<file path="src/rtl/i2c_req_arbiter.sv">
// i2c_req_arbiter: round-robin sharing of one i2c_controller engine among NREQ requesters.
// Optional per-transaction watchdog is compiled in when I2C_ARB_TIMEOUT_EN is defined.
module i2c_req_arbiter #(
  parameter int unsigned NREQ           = 4,
  parameter int unsigned TIMEOUT_CYCLES = 1_000_000,
  localparam int unsigned GW            = (NREQ > 1) ? $clog2(NREQ) : 1
) (
  input  logic              CLK,
  input  logic              NRST,
  input  logic [NREQ-1:0]   REQ_VALID,
  input  logic [7*NREQ-1:0] REQ_ADDR,
  input  logic [8*NREQ-1:0] REQ_DATA,
  input  logic [NREQ-1:0]   REQ_RW,
  output logic [NREQ-1:0]   REQ_READY,
  output logic [NREQ-1:0]   RSP_VALID,
  output logic [7:0]        RSP_DATA,
  output logic              RSP_TIMEOUT,
  output logic [GW-1:0]     GRANT_ID,
  output logic              ARB_BUSY,
  output logic              CTRL_IDRDY,
  output logic [6:0]        CTRL_IADDR,
  output logic [7:0]        CTRL_IDATA,
  output logic              CTRL_I_RW,
  input  logic              CTRL_BUSY,
  input  logic [7:0]        CTRL_ODATA,
  input  logic              CTRL_ODRDY
);

  typedef enum logic [1:0] {S_IDLE, S_ISSUE, S_WAIT, S_RESP} state_t;

  state_t          state, next_state;
  logic [GW-1:0]   last_grant;
  logic            gnt_found;
  logic [GW-1:0]   gnt_idx;
  logic [6:0]      sel_addr;
  logic [7:0]      sel_data;
  logic            sel_rw;
  logic [7:0]      rd_data;
  logic [7:0]      rsp_byte;
  logic            to_hit;
  logic [NREQ-1:0] gnt_onehot;
  logic [NREQ-1:0] rsp_onehot;

  assign gnt_onehot = NREQ'(1) << gnt_idx;
  assign rsp_onehot = NREQ'(1) << GRANT_ID;

  // Rotating priority: candidates are visited from last_grant+1 around to last_grant.
  always_comb begin
    gnt_found = 1'b0;
    gnt_idx   = '0;
    sel_addr  = '0;
    sel_data  = '0;
    sel_rw    = 1'b0;
    for (int unsigned i = 1; i <= NREQ; i++) begin
      for (int unsigned k = 0; k < NREQ; k++) begin
        if (!gnt_found && REQ_VALID[k] && (k == (32'(last_grant) + i) % NREQ)) begin
          gnt_found = 1'b1;
          gnt_idx   = GW'(k);
          sel_addr  = REQ_ADDR[7*k +: 7];
          sel_data  = REQ_DATA[8*k +: 8];
          sel_rw    = REQ_RW[k];
        end
      end
    end
  end

`ifdef I2C_ARB_TIMEOUT_EN
  logic [31:0] to_cnt;

  assign to_hit = ((state == S_ISSUE) || (state == S_WAIT)) &&
                  (to_cnt == 32'(TIMEOUT_CYCLES - 1));

  always_ff @(posedge CLK or negedge NRST) begin
    if (!NRST) begin
      to_cnt <= '0;
    end else if (state == S_IDLE) begin
      to_cnt <= '0;
    end else if ((state == S_ISSUE) || (state == S_WAIT)) begin
      to_cnt <= to_cnt + 32'd1;
    end
  end
`else
  logic unused_timeout_cfg;
  assign unused_timeout_cfg = |TIMEOUT_CYCLES;
  assign to_hit = 1'b0;
`endif

  always_comb begin
    next_state = state;
    unique case (state)
      S_IDLE:  if (!CTRL_BUSY && gnt_found) next_state = S_ISSUE;
      S_ISSUE: if (to_hit) next_state = S_RESP;
               else if (CTRL_BUSY) next_state = S_WAIT;
      S_WAIT:  if (to_hit || !CTRL_BUSY) next_state = S_RESP;
      S_RESP:  next_state = S_IDLE;
      default: next_state = S_IDLE;
    endcase
  end

  // A read byte arriving on the same cycle BUSY drops bypasses rd_data.
  always_comb begin
    rsp_byte = 8'h00;
    if (!to_hit && CTRL_I_RW) begin
      rsp_byte = ((state == S_WAIT) && CTRL_ODRDY) ? CTRL_ODATA : rd_data;
    end
  end

  always_ff @(posedge CLK or negedge NRST) begin
    if (!NRST) begin
      state       <= S_IDLE;
      last_grant  <= GW'(NREQ - 1);
      rd_data     <= '0;
      REQ_READY   <= '0;
      RSP_VALID   <= '0;
      RSP_DATA    <= '0;
      RSP_TIMEOUT <= 1'b0;
      GRANT_ID    <= '0;
      ARB_BUSY    <= 1'b0;
      CTRL_IDRDY  <= 1'b0;
      CTRL_IADDR  <= '0;
      CTRL_IDATA  <= '0;
      CTRL_I_RW   <= 1'b0;
    end else begin
      state       <= next_state;
      REQ_READY   <= '0;
      RSP_VALID   <= '0;
      RSP_TIMEOUT <= 1'b0;
      unique case (state)
        S_IDLE: begin
          if (next_state == S_ISSUE) begin
            REQ_READY  <= gnt_onehot;
            GRANT_ID   <= gnt_idx;
            CTRL_IADDR <= sel_addr;
            CTRL_IDATA <= sel_data;
            CTRL_I_RW  <= sel_rw;
            CTRL_IDRDY <= 1'b1;
            ARB_BUSY   <= 1'b1;
            rd_data    <= '0;
          end
        end
        S_ISSUE, S_WAIT: begin
          if ((state == S_WAIT) && CTRL_ODRDY) rd_data <= CTRL_ODATA;
          if (next_state != S_ISSUE) CTRL_IDRDY <= 1'b0;
          if (next_state == S_RESP) begin
            RSP_VALID   <= rsp_onehot;
            RSP_TIMEOUT <= to_hit;
            RSP_DATA    <= rsp_byte;
          end
        end
        S_RESP: begin
          ARB_BUSY   <= 1'b0;
          last_grant <= GRANT_ID;
        end
        default: ;
      endcase
    end
  end

endmodule

</file>
<file path="config.mk">
export PLATFORM = sky130hd
export DESIGN_NAME = i2c_req_arbiter
export DESIGN_NICKNAME = d
export VERILOG_FILES = /design/src/rtl/i2c_req_arbiter.sv
export SDC_FILE = /design/constraint.sdc
export NUM_CORES = 1
export LEC_CHECK = 0
export ABC_AREA = 1
export ABC_CLOCK_PERIOD_IN_PS = 3150
export CAP_MARGIN = 20
export CELL_PAD_IN_SITES_DETAIL_PLACEMENT = 0
export CELL_PAD_IN_SITES_GLOBAL_PLACEMENT = 1
export CORE_MARGIN = 2
export CORE_UTILIZATION = 34
export DETAILED_ROUTE_END_ITERATION = 10
export HOLD_SLACK_MARGIN = 0.02
export PLACE_DENSITY_LB_ADDON = 0.2
export RECOVER_POWER = 100
export SKIP_LAST_GASP = 1
export SLEW_MARGIN = 20
export SYNTH_ARGS = -nofsm -noshare
export SYNTH_HDL_FRONTEND = slang
export SYNTH_SLANG_ARGS = --single-unit
export TNS_END_PERCENT = 100
</file>
<file path="constraint.sdc">
create_clock -name CLK -period 3.15 [get_ports CLK]
set_input_delay 0.4725 -clock CLK [delete_from_list [all_inputs] [get_ports CLK]]
set_output_delay 0.4725 -clock CLK [all_outputs]
set_load 0.05 [all_outputs]
</file>
==> flow_metrics.tcl, run 1 <==
set metrics [dict create \
    synth.top_cells.by_area "dfrtp_1 27%, nand2_1 19%, nor2_1 7.7%" \
    ys_seq_elements 48 \
    synthMostInstantiatedCell "nand2_1" \
    worst_slack_ps 316 \
    cts_buffers 5 \
    dr.pass1.iters 5 \
    final_net_count 896 \
    antennaDiodeCount 0 \
    synthXorXnorAreaFrac 0 \
    die_area_um2 13600 \
    fin_skew_ps 6.33 \
    synth_mux_area_frac 0.0183 \
    initialDrtViolationCount 406 \
    die_y_um 117 \
    switching_power_mw 2.67 \
    yosysTopAreaCell "dfrtp_1" \
    max_slew_margin -0.159 \
    worstSetupStartpointType "input pin" \
    hold_class "flip-flop to flip-flop" \
    hold_viol_final 0 \
    antenna_found_initial 0 \
    synth_compound_area_frac 0.113 \
    vdd_ir_drop_max_mv 0.364 \
    die_w_um 117 \
    ys_seq_area_frac 0.279 \
    cellPowerDensity_nw_per_um2 849 \
    setup_violations 0 \
    gp_congestion 0.875 \
    core_um2 12500 \
    grtUsageTotal 0.241 \
    status "finished with violations" \
    required_ps 3330 \
    hold_buffers 0 \
    post-route-drc-count 0 \
    seqPwrFrac 0.208 \
    cts-root-buf "clkbuf_16" \
    min_period_ps 2830 \
    vias 5155 \
    ys_async_sr_fraction 1.00 \
    cts_tree "done" \
    critPathArrivalTime_ps 3020 \
    postSynthAreaPerCell_um2 6.22 \
    layout.area.seq_um2 1200 \
    cts_sinks 48 \
    drtAntennaViolNets 0 \
    path_clk_slew_ps 70 \
    grt_max_degree 34 \
    fin_setup_tns_ps 0 \
    start_util 0.344 \
    overflow 0 \
    clkPwrFrac 0.113 \
    grt_pass1_vias 5058 \
    num_rows 41 \
    netSwitchingFraction 0.537 \
    grt_pass1_wl_um 25800 \
    clk_latency_ps 290 \
    clk_path_buf_depth 2 \
    vias_per_cell 5.24 \
    syn_nets 779 \
    synth_fa_ha_area_frac 0.0174 \
    violations "capacitance limit, slew limit" \
    tightest_slew_ps 1740 \
    synthFlopType "dfrtp_1" \
    synth_common_cells "217 x nand2_1, 88 x nor2_1, 82 x inv_1" \
    cp_max_fo 28 \
    yosys.area_share.simple 0.459 \
    end_kind "flip-flop" \
    yosysWarnings 0 \
    pre_cts_ws_ps 83.4 \
    crit_type "input pin to flip-flop" \
    synth_area_um2 4310 \
    dp_hpwl_um 11500 \
    io-pin-count 117 \
    synth_top_cell_area_share 0.267 \
    finalCritPeriodShare 0.900 \
    multi_input_area_um2 2600 \
    combPwrFrac 0.679 \
    fin_area_um2 5850 \
    cap_violations 1 \
    fmax_ghz 0.353 \
    num-fill-cells 1310 \
    syn_inst 693 \
    post_drt_wl_per_cell_um 16.2 \
    placed_area_um2 5730 \
    cts_resized 0 \
    synth_top_family_by_area "simple AND/OR/NAND/NOR gates" \
    grt_setup_unrepaired "false" \
    slew_violations 34 \
    drt_wl_total_um 15900 \
    synth_cell_types 38 \
    area_delta_synth_final_pct 35.9 \
    io_buffers 115 \
    leakagePower_nw 2.83 \
    htree_levels 2 \
    synth-edff-count 0 \
    drive_gt1_frac 0.0764 \
    internal-power_mw 2.30 \
    postCtsSetupBuffers 0 \
]
## sequential cells by signal, indices dropped and copies added (netlist names)
register / flops
RSP_DATA: 8
GRANT_ID: 2
CTRL_IADDR: 7
REQ_READY: 4
CTRL_IDRDY: 1
RSP_VALID: 4
CTRL_IDATA: 8
state: 2
CTRL_I_RW: 1
last_grant: 2
rd_data: 8
ARB_BUSY: 1
## power groups by stage
stage / sequential [mW] / combinational, mW / clock [mW]
after floorplan: 1.63 / 1.78 / 0
after global placement: 1.05 / 3.44 / 0
after detailed placement: 1.05 / 3.48 / 0
after CTS: 1.04 / 3.50 / 0.572
after global routing: 1.06 / 3.75 / 0.594
final: 1.03 / 3.38 / 0.561
## critical path: stages
cell and delay (ps):
clkdlybuf4s50_1 500, buf_4 340, nand2_1 220, nand4_4 160
nor2_4 50, nand4_2 130, nor2_4 60, nand4_1 60
nand2_1 80, nand2_1 80, nand2_2 80, nor2_1 270
nand2_4 280, nand3_1 150, nand2_1 60
## worst paths after layout
check	start	end	slack, ps	depth (start not counted)
min reg2reg	CTRL_IDATA[3]$_DFFE_PN0P_	CTRL_IDATA[3]$_DFFE_PN0P_	480	2
max in group asynchronous	NRST	CTRL_IADDR[0]$_DFFE_PN0P_	950	2
min in group asynchronous	NRST	rd_data[2]$_DFFE_PN0P_	630	1
max	REQ_VALID[1]	rd_data[6]$_DFFE_PN0P_	320	15
max reg2reg	last_grant[0]$_DFFE_PN1P_	GRANT_ID[0]$_DFFE_PN0P_	410	18
min	CTRL_IDATA[3]$_DFFE_PN0P_	CTRL_IDATA[3]$_DFFE_PN0P_	480	2
## cells by family (layout without fill, tap and decap cells)
| kind of cell | after synthesis | in the layout |
|---|---|---|
| and+or+nand+nor | 440 | 440 |
| buffers and inverters | 117 | 235 |
| AOI/OAI and AO/OA | 74 | 74 |
| DFF | 48 | 48 |
| muxes | 7 | 7 |
| adders and majority gates | 6 | 6 |
| other | 1 | 1 |
## cells in the final DEF, fill, tap and decap left out, drive strengths merged, types with 2 or more instances in the layout
cell,instances
nand2,222
nor2,95
inv,87
clkdlybuf4s50,78
nand3,60
dfrtp,46
dlygate4sd3,36
nand4,31
buf,24
nor3,22
a21oi,20
o211ai,18
o221ai,16
o21ai,13
and3,9
clkbuf,8
mux2,7
ha,6
o22ai,5
dfstp,2
clkinv,2
## layer usage
| layer | wire length [um] | GRT usage | up-vias | share of wire |
|---|---|---|---|---|
| met5 | 0 | 0 | - | 0 |
| met4 | 259 | 0.0635 | 0 | 0.016 |
| met3 | 1130 | 0.0285 | 22 | 0.071 |
| met2 | 7240 | 0.388 | 213 | 0.45 |
| met1 | 7280 | 0.342 | 2414 | 0.46 |
| li1 | - | - | 2506 | - |
## stage by stage
stage	cells	total power, mW	utilization	hold WS [ps]
finish	983	4.97	0.468	479
global route	983	5.40	0.468	510
CTS	983	5.11	0.470	261
detailed placement	975	4.53	0.458	468
global placement	975	4.49	0.458	476
floorplan	693	3.41	-	177
## area by class of cell
| type | instances | area share |
|---|---|---|
| sequential | 48 | 0.206 |
| clock inverter | 2 | 0.00235 |
| clock buffer | 6 | 0.0237 |
| multi-input combinational | 528 | 0.445 |
| timing repair buffer | 140 | 0.231 |
| tap | 172 | 0.0368 |
| inverter | 87 | 0.0558 |
Note: power is estimated with default switching activity, not from simulation.
==> inputs of run 2 (changes only) <==
- CTS_CLUSTER_DIAMETER: unset -> 50
==> results of run 2 <==
Same layout as run 1: the final DEF is identical, and so are final timing and power.
